--- src/rtl/fft_butterfly_sched.sv ---
// Butterfly address scheduler for an in-place radix-2 FFT: walks all stages (DIT or DIF order)
// and emits one butterfly per accepted beat; 1-cycle start-to-first-beat, fields held while ready is low.
module fft_butterfly_sched #(
    parameter int SAMPLES = 16,
    parameter int MODE    = 0,
    localparam int LOG2  = $clog2(SAMPLES),
    localparam int IDX_W = (LOG2 > 1) ? LOG2 : 1,
    localparam int TW_W  = (LOG2 > 2) ? LOG2 - 1 : 1,
    localparam int STG_W = ($clog2(LOG2) > 1) ? $clog2(LOG2) : 1
) (
    input  logic             clk,
    input  logic             rst,
    input  logic             start,
    input  logic             abort,
    output logic             out_valid,
    input  logic             out_ready,
    output logic [IDX_W-1:0] idx_a,
    output logic [IDX_W-1:0] idx_b,
    output logic [TW_W-1:0]  tw_idx,
    output logic [STG_W-1:0] stage,
    output logic             last_in_stage,
    output logic             last,
    output logic             busy,
    output logic             done
);

    typedef enum logic [1:0] {IDLE, RUN, DONE} state_t;

    // Pair counter spans SAMPLES/2 values, which needs exactly TW_W bits.
    localparam logic [TW_W-1:0]  P_MAX   = TW_W'(SAMPLES / 2 - 1);
    localparam logic [STG_W-1:0] S_FIRST = (MODE == 0) ? '0 : STG_W'(LOG2 - 1);
    localparam logic [STG_W-1:0] S_FINAL = (MODE == 0) ? STG_W'(LOG2 - 1) : '0;

    state_t           state_q, state_n;
    logic [TW_W-1:0]  p_q, p_n;
    logic [STG_W-1:0] s_q, s_n;
    logic             accept;

    logic [IDX_W-1:0] pe, jm, j_n, a_n, b_n, tw_full;
    logic [TW_W-1:0]  tw_n;
    logic             lis_n, last_n;

    assign accept = out_valid && out_ready;

    always_comb begin
        state_n = state_q;
        p_n     = p_q;
        s_n     = s_q;
        case (state_q)
            IDLE: begin
                if (start) begin
                    state_n = RUN;
                    p_n     = '0;
                    s_n     = S_FIRST;
                end
            end
            RUN: begin
                if (abort) begin
                    state_n = IDLE;
                end else if (accept) begin
                    if (last) begin
                        state_n = DONE;
                    end else if (p_q == P_MAX) begin
                        p_n = '0;
                        s_n = (MODE == 0) ? s_q + STG_W'(1) : s_q - STG_W'(1);
                    end else begin
                        p_n = p_q + TW_W'(1);
                    end
                end
            end
            DONE:    state_n = IDLE;
            default: state_n = IDLE;
        endcase
    end

    // Fields for the beat that will be presented next cycle; a 0 is spliced in at bit s.
    always_comb begin
        pe      = IDX_W'(p_n);
        jm      = (IDX_W'(1) << s_n) - IDX_W'(1);
        j_n     = pe & jm;
        a_n     = ((((pe >> s_n) << s_n)) << 1) | j_n;
        b_n     = a_n | (IDX_W'(1) << s_n);
        tw_full = j_n << (STG_W'(LOG2 - 1) - s_n);
        tw_n    = TW_W'(tw_full);
        lis_n   = (p_n == P_MAX);
        last_n  = lis_n && (s_n == S_FINAL);
    end

    always_ff @(posedge clk) begin
        if (rst) begin
            state_q       <= IDLE;
            p_q           <= '0;
            s_q           <= '0;
            out_valid     <= 1'b0;
            busy          <= 1'b0;
            done          <= 1'b0;
            idx_a         <= '0;
            idx_b         <= '0;
            tw_idx        <= '0;
            stage         <= '0;
            last_in_stage <= 1'b0;
            last          <= 1'b0;
        end else begin
            state_q   <= state_n;
            p_q       <= p_n;
            s_q       <= s_n;
            out_valid <= (state_n == RUN);
            busy      <= (state_n == RUN);
            done      <= (state_n == DONE);
            if (state_n == RUN) begin
                idx_a         <= a_n;
                idx_b         <= b_n;
                tw_idx        <= tw_n;
                stage         <= s_n;
                last_in_stage <= lis_n;
                last          <= last_n;
            end else begin
                idx_a         <= '0;
                idx_b         <= '0;
                tw_idx        <= '0;
                stage         <= '0;
                last_in_stage <= 1'b0;
                last          <= 1'b0;
            end
        end
    end

endmodule

--- config.mk ---
export PLATFORM = sky130hd
export DESIGN_NAME = fft_butterfly_sched
export DESIGN_NICKNAME = d
export VERILOG_FILES = /design/src/rtl/fft_butterfly_sched.sv
export SDC_FILE = /design/constraint.sdc
export NUM_CORES = 1
export LEC_CHECK = 0
export ABC_AREA = 1
export CAP_MARGIN = 10
export CORE_ASPECT_RATIO = 1.2
export CORE_MARGIN = 10
export CORE_UTILIZATION = 45
export CTS_CLUSTER_DIAMETER = 150
export DETAILED_ROUTE_END_ITERATION = 16
export PLACE_DENSITY_LB_ADDON = 0.1
export SLEW_MARGIN = 0
export SYNTH_ARGS = -nofsm -noshare
export SYNTH_HDL_FRONTEND = slang
export SYNTH_SLANG_ARGS = --single-unit
--- constraint.sdc ---
create_clock -name clk -period 1.9 [get_ports clk]
set_clock_uncertainty 0.05 [all_clocks]
set_input_delay 0.57 -clock clk [delete_from_list [all_inputs] [get_ports clk]]
set_output_delay 0.57 -clock clk [all_outputs]
set_load 0.05 [all_outputs]
* Word-level counts from Yosys, hierarchy flattened *
Cells that the tools add are included.
Widths: inputs -> output; s select.

operators by class
  add/sub/neg operators = 4
  multipliers = 0
  div/mod/pow operators = 0
  order comparisons = 0
  equality and inequality tests = 6
  shift operators = 4
  multiplexer cells = 17
  bitwise gates (word level) = 4
  reductions and logical operators = 4

operator list
  operator             count
  $mux 2               9
  $mux 3               5
  $or 4x4->4           2
  $pmux 2 s2           2
  $shl 4x2->3          2
  $eq 3x3->1 const B   2
  $pmux 3 s2           1
  $and 3x4->4          1
  $eq 2x1->1 const B   2
  $eq 2x2->1 const B   2
  $shl 1x2->4 const A  1
  $shr 3x2->4          1
  $sub 4x2->4 const B  1
  $add 3x1->3 const B  1
  $add 2x1->2 const B  1
  $logic_and 1x1->1    2
  $logic_not 2->1      1
  $reduce_or 2->1      1
  $sub 2x2->2 const A  1
  $not 1->1            1

word-level totals
  register bits after elaboration = 24
  latch bits = 0
  bits in writable memories = 0
  bits in read-only memories = 0
  input port bits = 5
  word-level logic and storage cells = 50
  memories = 0

* Longest topological paths before layout *
  depth in word-level cells = 11
  depth in mapped cells = 12
  mapped depth without buffers = 12

* Worst setup path after synthesis *
No wires, ideal clock.

  path kind = reg2reg
  from = register, netlist name busy
  to = register tw_idx[0]
  library setup time = 0.115 ns
  arrival time = 1.472 ns
  path slack = 0.263 ns
  stages on the path, launching flop included = 9
  path buffers = 0
  period minus slack after synthesis = 1.637 ns
  path through = dfxtp_1 -> nand2_2 -> nor2_4 -> nand3_2 -> nand2_1 -> nand2_2 -> nand2_4 -> nor2_1 -> and2_1

RTL lines
  element                 line  text
  end signal: assignment  113   tw_idx <= tw_n;
  end: declaration        19    output logic [TW_W-1:0] tw_idx,

* Worst setup path in the final report *
  from = input abort
  to = register last

between the ends
  cells in the longest elaborated chain, start to end = 5
  elaborated cells on any way between the ends = 12

ends and longest elaborated chain
  element                           line  text
  start: declaration                14    input logic abort,
  $mux 2                            58    if (abort) begin
  $pmux 2 s2                        49    case (state_q)
  $eq 2x1->1                        110   if (state_n == RUN) begin
  $not 1->1 (no source line)        n/a
  $reduce_or 2->1 (no source line)  n/a
  end signal: assignment            116   last <= last_n;
  end: declaration                  22    output logic last,

Several ways; a longest one is shown, not always the timed one.
A chain may end at the register's enable or synchronous reset.

==> metrics.yaml <==
outcome: "complete, no violations"
critPathArrivalTime_ps: 1960
start_util_pct: 46.3
multi_input_area_sq_um: 470
htree_levels: 1
layout.cells.non_filler: 193
die_h_microns: 72.8
hold_viol_final: 0
cts_resized: 0
synth_area_sq_mm: 0.00105
clockRootBuffer: "clkbuf_4"
grt_max_degree: 14
wl_met2_microns: 1250
grt_pass1_wl_microns: 4190
routed_wl_microns: 2330
layout-drive-gt1-share_pct: 37.0
syn_inst: 128
dp.cells: 189
synth_xor_area_share_pct: 0
dr_total_vias: 881
first_iter_violations: 9
die_width_microns: 64.0
diodes: 0
fin_tns_setup_ps: 0
powerDensity_mw_per_mm2: 656
antenna_found_initial: 0
gr-usage-all-layers_pct: 11.2
post-route-drc-count: 0
rows: 19
core-area_sq_mm: 0.00226
drv_cap: 0
synthMuxAreaShare_pct: 0
portBuffers: 22
clock.fmax_mhz: 572
yosys.area_share.simple_pct: 39.5
synth_compound_area_share_pct: 3.11
ctsLongestPathBuffers: 2
yosysSeqAreaShare_pct: 45.9
syn-num-nets: 135
drt-met1-wl_microns: 942
ir_worst_vdd_uv: 438
overflow: 0
crit_fanout: 4
synth_fa_ha_area_share_pct: 2.39
dpl.hpwl_microns: 1930
fillers: 212
synth_top_family_by_area: "simple AND/OR/NAND/NOR gates"
top_layer: "met4"
cts_buffers: 3
avgRoutedWirePerCell_microns: 12.1
slew_violations: 0
period_share_pct: 92.1
cts.clk_slew.worst_paths_ps: 130
worst_pin_slew_ps: 248
hold_path_class: "flip-flop to flip-flop"
avgSynthCellArea_sq_um: 8.17
worstSetupPathType: "primary input to flip-flop"
worstSetupEndpointType: "flip-flop"
ys_types: 27
viasPerCell: 4.56
clkSinkCount: 24
min_period_ps: 1750
route.met3.wl_microns: 103
nets: 170
first_pass_iters: 4
whs_ps: 490
ant_nets: 0
ff_latch_area_sq_um: 480
clkLatencyLatePin_ps: 310
cts_tree: "yes"
ys_ff_latch: 24
ios: 23
grt_setup_unrepaired: "false"
hold_buffers: 0
fp.dieArea_sq_mm: 0.00466
grt_pass1_vias: 968
p_leak_uw: 0.000684
yosysWarnings: 0
startpoint_type: "primary input"
cts_setup_buffers: 0
place_congestion: 0.833
required_ps: 2110
slew_headroom_pct: 83.5
setup_viol: 0
area.growth.synth_to_final_pct: 33.6
-- sequential cells by signal, summed over array words and instances, names as in the netlist --
signal	count
p_q	3
s_q	2
tw_idx	3
idx_b	4
idx_a	4
stage	2
last_in_stage	1
state_q	2
last	1
busy	1
done	1
-- power breakdown --
group | internal, uW | leakage [uW] | switching (uW) | total [uW]
sequential | 511 | 0.000194 | 6.37 | 518
clock | 117 | 0.0000210 | 151 | 268
combinational | 52.9 | 0.000468 | 78.0 | 131
total | 681 | 0.000684 | 235 | 916
-- layout make-up --
type | count | area share [%]
timing repair buffer | 32 | 20.6
inverter | 21 | 6.00
tap | 31 | 2.78
multi-input combinational | 81 | 33.7
clock buffer | 4 | 2.60
sequential | 24 | 34.4
-- logic make-up (layout without fill, tap and decap cells) --
logic type | Yosys count | count (layout)
compound gates | 4 | 4
fa+ha+maj | 2 | 2
buf+inv | 23 | 57
flops | 24 | 24
simple gates | 75 | 75
-- cells in the final DEF, fill, tap and decap left out, types with 2 or more instances in the layout --
master           Yosys  routed
clkdlybuf4s50_1      0       4
buf_12               0       3
nor2_1              18      18
buf_4                1      25
nand2_2              6       6
inv_2                8       8
nand2_4              2       2
ha_1                 2       2
nand3_1              7       7
nand3b_1             2       2
nor2_4               4       4
nand2_1             24      24
nand3_2              3       3
clkbuf_4             0       3
dfxtp_1             24      24
inv_1               12      12
nor4_1               2       2
-- cell usage after synthesis, drive strengths merged --
| cell | instances | area [sq um] |
|---|---|---|
| a21o | 1 | 15.0 |
| ha | 2 | 25.0 |
| and2 | 1 | 6.26 |
| buf | 1 | 7.51 |
| nand3b | 2 | 15.0 |
| clkbuf | 1 | 3.75 |
| dfxtp | 24 | 480 |
| nand2 | 32 | 150 |
| nor3 | 2 | 15.0 |
| nor2 | 23 | 119 |
| o21ai | 1 | 5.00 |
| and3 | 1 | 6.26 |
| nand3 | 11 | 82.6 |
| inv | 21 | 83.8 |
| a21oi | 1 | 5.00 |
| o21a | 1 | 7.51 |
| nor4 | 2 | 12.5 |
| nand4 | 1 | 6.26 |
-- final timing paths --
path	from	to	slack (ps)	depth (start not counted)
max reg2reg	p_q[0]$_SDFF_PP0_	idx_b[1]$_SDFF_PP0_	250	12
min reg2reg	state_q[0]$_SDFF_PP0_	done$_SDFF_PP0_	490	2
min	state_q[0]$_SDFF_PP0_	done$_SDFF_PP0_	490	2
max	abort	last$_SDFF_PP0_	150	9
-- critical path: stages --
cell and delay (ps):
clkdlybuf4s50_1 450, nor2_1 180, nand3_2 120, nand2_1 80
nand2_1 60, nor2_2 180, inv_2 90, nor2_1 80
and3_1 150
-- metal layers --
layer / global-route usage (%) / up-vias
li1: - / 460
met1: 10.9 / 404
met2: 21.2 / 13
met3: 3.38 / 4
met4: 5.11 / 0
met5: 0 / -
-- metrics by stage --
| step | utilization [%] | worst slack [ps] | power, uW | instance area [sq um] |
|---|---|---|---|---|
| after floorplan | - | 263 | 609 | 1050 |
| after global placement | 60.3 | -178 | 659 | 1360 |
| after detailed placement | 60.3 | -193 | 661 | 1360 |
| after CTS | 61.9 | 146 | 926 | 1400 |
| after global routing | 61.9 | 3.69 | 952 | 1400 |
| final | 61.9 | 151 | 916 | 1400 |
Power figures use the tool's default switching activity.
